<file path="src/rtl/butterfly.sv">
// Radix-2 DIT FFT butterfly: X = A + B*W, Y = A - B*W.
// Three-stage pipeline, Q8.8 data, Q2.14 twiddle, saturating outputs.
module butterfly (
    input  logic               clk,
    input  logic               reset,
    input  logic signed [15:0] Ar,
    input  logic signed [15:0] Ai,
    input  logic signed [15:0] Br,
    input  logic signed [15:0] Bi,
    input  logic signed [15:0] Wr,
    input  logic signed [15:0] Wi,
    output logic signed [15:0] Xr_F,
    output logic signed [15:0] Xi_F,
    output logic signed [15:0] Yr_F,
    output logic signed [15:0] Yi_F
);

    // Stage 1: input registers
    logic signed [15:0] ar_q, ai_q, br_q, bi_q, wr_q, wi_q;
    // Stage 2: partial products (Q10.22) and A delayed one stage
    logic signed [31:0] p_rr_q, p_ii_q, p_ri_q, p_ir_q;
    logic signed [15:0] ar_d_q, ai_d_q;

    // Stage 3 combinational signals
    logic signed [32:0] pr_full, pi_full;
    logic signed [20:0] pr_t, pi_t;
    logic signed [20:0] xr_sum, xi_sum, yr_sum, yi_sum;

    function automatic logic signed [15:0] sat16(input logic signed [20:0] v);
        if (v > 21'sd32767) begin
            return 16'sh7fff;
        end else if (v < -21'sd32768) begin
            return 16'sh8000;
        end else begin
            return v[15:0];
        end
    endfunction

    always_ff @(posedge clk) begin
        if (reset) begin
            ar_q <= '0;
            ai_q <= '0;
            br_q <= '0;
            bi_q <= '0;
            wr_q <= '0;
            wi_q <= '0;
        end else begin
            ar_q <= Ar;
            ai_q <= Ai;
            br_q <= Br;
            bi_q <= Bi;
            wr_q <= Wr;
            wi_q <= Wi;
        end
    end

    always_ff @(posedge clk) begin
        if (reset) begin
            p_rr_q <= '0;
            p_ii_q <= '0;
            p_ri_q <= '0;
            p_ir_q <= '0;
            ar_d_q <= '0;
            ai_d_q <= '0;
        end else begin
            p_rr_q <= 32'(br_q) * 32'(wr_q);
            p_ii_q <= 32'(bi_q) * 32'(wi_q);
            p_ri_q <= 32'(br_q) * 32'(wi_q);
            p_ir_q <= 32'(bi_q) * 32'(wr_q);
            ar_d_q <= ar_q;
            ai_d_q <= ai_q;
        end
    end

    // After >>>14 the product fits in 19 bits, so 21-bit add/sub cannot overflow
    always_comb begin
        pr_full = 33'(p_rr_q) - 33'(p_ii_q);
        pi_full = 33'(p_ri_q) + 33'(p_ir_q);
        pr_t    = 21'(pr_full >>> 14);
        pi_t    = 21'(pi_full >>> 14);
        xr_sum  = 21'(ar_d_q) + pr_t;
        xi_sum  = 21'(ai_d_q) + pi_t;
        yr_sum  = 21'(ar_d_q) - pr_t;
        yi_sum  = 21'(ai_d_q) - pi_t;
    end

    always_ff @(posedge clk) begin
        if (reset) begin
            Xr_F <= '0;
            Xi_F <= '0;
            Yr_F <= '0;
            Yi_F <= '0;
        end else begin
            Xr_F <= sat16(xr_sum);
            Xi_F <= sat16(xi_sum);
            Yr_F <= sat16(yr_sum);
            Yi_F <= sat16(yi_sum);
        end
    end

endmodule

</file>
<file path="config.mk">
export PLATFORM = sky130hd
export DESIGN_NAME = butterfly
export DESIGN_NICKNAME = d
export VERILOG_FILES = /design/src/rtl/butterfly.sv
export SDC_FILE = /design/constraint.sdc
export NUM_CORES = 2
export LEC_CHECK = 0
export BUFFER_PORTS_ARGS = -buffer_cell sky130_fd_sc_hd__buf_2
export CAP_MARGIN = 20
export CORE_MARGIN = 1.5
export CORE_UTILIZATION = 33
export DETAILED_ROUTE_END_ITERATION = 6
export PLACE_DENSITY = 0.46
export RECOVER_POWER = 25
export SYNTH_ARGS = -nofsm -noshare
export SYNTH_HDL_FRONTEND = slang
export SYNTH_SLANG_ARGS = --single-unit
export TNS_END_PERCENT = 1
</file>
<file path="constraint.sdc">
create_clock -name clk -period 15.3 [get_ports clk]
set_input_delay 0.765 -clock clk [delete_from_list [all_inputs] [get_ports clk]]
set_output_delay 0.765 -clock clk [all_outputs]
set_load 0.02 [all_outputs]
</file>
==> impl_metrics.env <==
export IMPL_status="finished with violations"
export IMPL_violations="max-capacitance violations, max-slew violations"
export IMPL_layout_drive_gt1_share_pct=6.16
export IMPL_grt_pass1_wl_um=234000
export IMPL_grt_max_degree=100
export IMPL_clockBufferDepth=3
export IMPL_rsz0062_at_grt="false"
export IMPL_nNetsFinal=7592
export IMPL_clk_latency_ns=0.63
export IMPL_synth_top_area_share_pct=39.2
export IMPL_rows=147
export IMPL_finalPower_w=0.00844
export IMPL_chipWidth_um=407
export IMPL_grt_usage_pct=18.3
export IMPL_vias=38300
export IMPL_crit_fanout=16
export IMPL_fmax_mhz=130
export IMPL_setup_viol=0
export IMPL_place_hpwl_um=114000
export IMPL_irDropWorstVdd_mv=0.130
export IMPL_fin_crit_sh_pct=50.1
export IMPL_p_leak_nw=28.9
export IMPL_initial_core_util_pct=33.4
export IMPL_first_global_vias=40500
export IMPL_final_cell_count_no_fill=8167
export IMPL_dieHeight_um=407
export IMPL_syn_nets=7567
export IMPL_drt_wl_total_um=147000
export IMPL_hold_path_class="primary input to flop"
export IMPL_cts_tree="yes"
export IMPL_grt_overflow=0
export IMPL_tightest_slew_ns=4.62
export IMPL_synth_area_leaders="fa_1 39%, dfxtp_1 12%, ha_1 11%"
export IMPL_synth_seq_cells=320
export IMPL_synthArstFlopShare_pct=0
export IMPL_power_density_mw_per_mm2=145
export IMPL_synth_cell_types=90
export IMPL_io_buffers=161
export IMPL_syn_instance_count=5949
export IMPL_syn_area_mm2=0.0537
export IMPL_dieArea_mm2=0.165
export IMPL_detail_route_first_pass_iterations=5
export IMPL_wl_per_cell_um=17.9
export IMPL_yosys_cell_count_top_type="inv_1"
export IMPL_area_growth_pct=8.65
export IMPL_io_pins=162
export IMPL_holdBufCountCts=0
export IMPL_post_cts_buffers=0
export IMPL_ctsRootBufferMaster="clkbuf_16"
export IMPL_finalSetupTns_ns=0
export IMPL_startpoint="wr_q[15]$_SDFF_PP0_"
export IMPL_yosys_warnings=0
export IMPL_antenna_found_initial=7
export IMPL_detail_route_antenna_nets=0
export IMPL_cts_clk_slew_worst_paths_ns=0.06
export IMPL_ys_flop_type="dfxtp_1"
export IMPL_slew_viol_final=186
export IMPL_drc=0
export IMPL_cp_end_kind="flop"
export IMPL_synth_edff_count=0
export IMPL_r2r_start="wr_q[15]$_SDFF_PP0_"
export IMPL_gp_congestion=0.836
export IMPL_skew_ns=0.0238
export IMPL_vias_per_cell=4.69
export IMPL_clkSinkCount=320
export IMPL_post_cts_resized=0
export IMPL_cp_start_kind="flop"
export IMPL_synth_common_cells="1,319 x inv_1, 1,052 x fa_1, 657 x nand2_1"
export IMPL_finalHoldViolations=0
export IMPL_numCtsBuffers=44
export IMPL_slew_headroom_pct=-208
export IMPL_yosysSeqAreaShare_pct=11.9
export IMPL_hp_start="Wr[12]"
export IMPL_setup_worst_path_class="flop to flop"
export IMPL_syn_area_per_cell_um2=9.03
export IMPL_cap_violations=3
export IMPL_arrival_ns=8.15
export IMPL_utilization_pct=36.2
export IMPL_fin_crit_ns=7.66
export IMPL_post_synth_top_area_cell="fa_1"
export IMPL_core_area_mm2=0.161
export IMPL_drt_iter0_drc=1978
export IMPL_critPathRequiredTime_ns=15.79
export IMPL_dp_cells=8087
export IMPL_htreeDepth=2
[stage by stage]
| step | area [um^2] | setup WS, ns | hold slack (ns) |
|---|---|---|---|
| floorplan | 53700 | 9.21 | 0.414 |
| global placement | 56800 | 8.08 | 0.425 |
| detailed placement | 56800 | 7.80 | 0.422 |
| CTS | 58400 | 7.78 | 0.289 |
| global route | 58400 | 7.24 | 0.321 |
| finish | 58400 | 7.64 | 0.338 |
[where the power goes]
part / internal [W] / leakage, nW / switching (W)
Clock: 0.000720 / 0.766 / 0.000453
Sequential: 0.00107 / 2.66 / 0.000130
Combinational: 0.00234 / 25.5 / 0.00372
[flip-flops by register name, summed over array words and instances, names as in the netlist]
signal  count
p_rr_q     32
wr_q       16
ar_d_q     16
bi_q       16
p_ii_q     32
wi_q       16
br_q       16
Yr_F       16
Xr_F       16
p_ir_q     32
Xi_F       16
ar_q       16
Yi_F       16
ai_d_q     16
p_ri_q     32
ai_q       16
[critical path: stages, from the launching register on]
cell       delay [ns]
dfxtp_1          0.90
clkinv_1         0.40
buf_4            0.35
nor2_1           0.16
fa_1             0.45
fa_1             0.46
fa_1             0.52
inv_1            0.06
fa_1             0.39
fa_1             0.43
fa_1             0.51
inv_1            0.04
ha_1             0.36
a2111oi_0        0.46
o21ai_0          0.16
nand2_1          0.12
a31oi_1          0.21
o41ai_1          0.80
a21oi_1          0.16
a21oi_1          0.27
a21oi_1          0.12
xnor2_1          0.14
nor2_1           0.05
[layout by cell type, fill, tap and decap left out, types with 28 or more instances in the layout]
| cell type | instances |
|---|---|
| nand2_1 | 657 |
| o21bai_1 | 28 |
| nor2_1 | 243 |
| and2_1 | 393 |
| nor2b_1 | 170 |
| inv_1 | 1319 |
| xor2_1 | 62 |
| xnor2_1 | 168 |
| o21ai_0 | 100 |
| buf_4 | 66 |
| nand2b_1 | 56 |
| nor3_1 | 42 |
| fa_1 | 1052 |
| dfxtp_1 | 312 |
| nand3_1 | 40 |
| o21a_1 | 31 |
| ha_1 | 468 |
| buf_2 | 161 |
| clkbuf_16 | 45 |
| a21o_1 | 75 |
| a21oi_1 | 162 |
[logic make-up after synthesis]
group | count (synthesis) | synth area share (%)
simple gates | 1695 | 15.5
buf+inv | 1575 | 11.1
fa+ha+maj | 1520 | 50.1
compound gates | 603 | 7.56
flops | 320 | 11.9
xor+xnor | 232 | 3.81
mux | 4 | 0.0768
[path summary, 6_finish.rpt]
kind / slack [ns] / to / depth (start not counted)
worst min register to register: 0.43 / ar_d_q[10]$_SDFF_PP0_ / 1
worst max register to register: 7.64 / p_rr_q[31]$_SDFF_PP0_ / 22
worst min-delay path: 0.34 / wr_q[12]$_SDFF_PP0_ / 2
worst max-delay path: 7.64 / p_rr_q[31]$_SDFF_PP0_ / 22
[layout make-up]
class	instances	area, um^2
Timing Repair Buffer	231	1320
Clock buffer	53	1180
Inverter	1323	4970
Clock inverter	25	428
Multi-Input combinational cell	4054	41400
Sequential cell	320	6420
Tap cell	2160	2700
Fill cell	16800	103000
Antenna cell	1	2.50
[per-layer routing]
| layer | part of all wire, % | track usage [%] | vias up |
|---|---|---|---|
| li1 | - | - | 17900 |
| met1 | 49 | 26.6 | 19600 |
| met2 | 46 | 29.6 | 733 |
| met3 | 4.1 | 1.97 | 111 |
| met4 | 1.6 | 2.98 | 6 |
| met5 | 0.029 | 0 | - |
No activity file was read; power rests on OpenSTA's default activity.
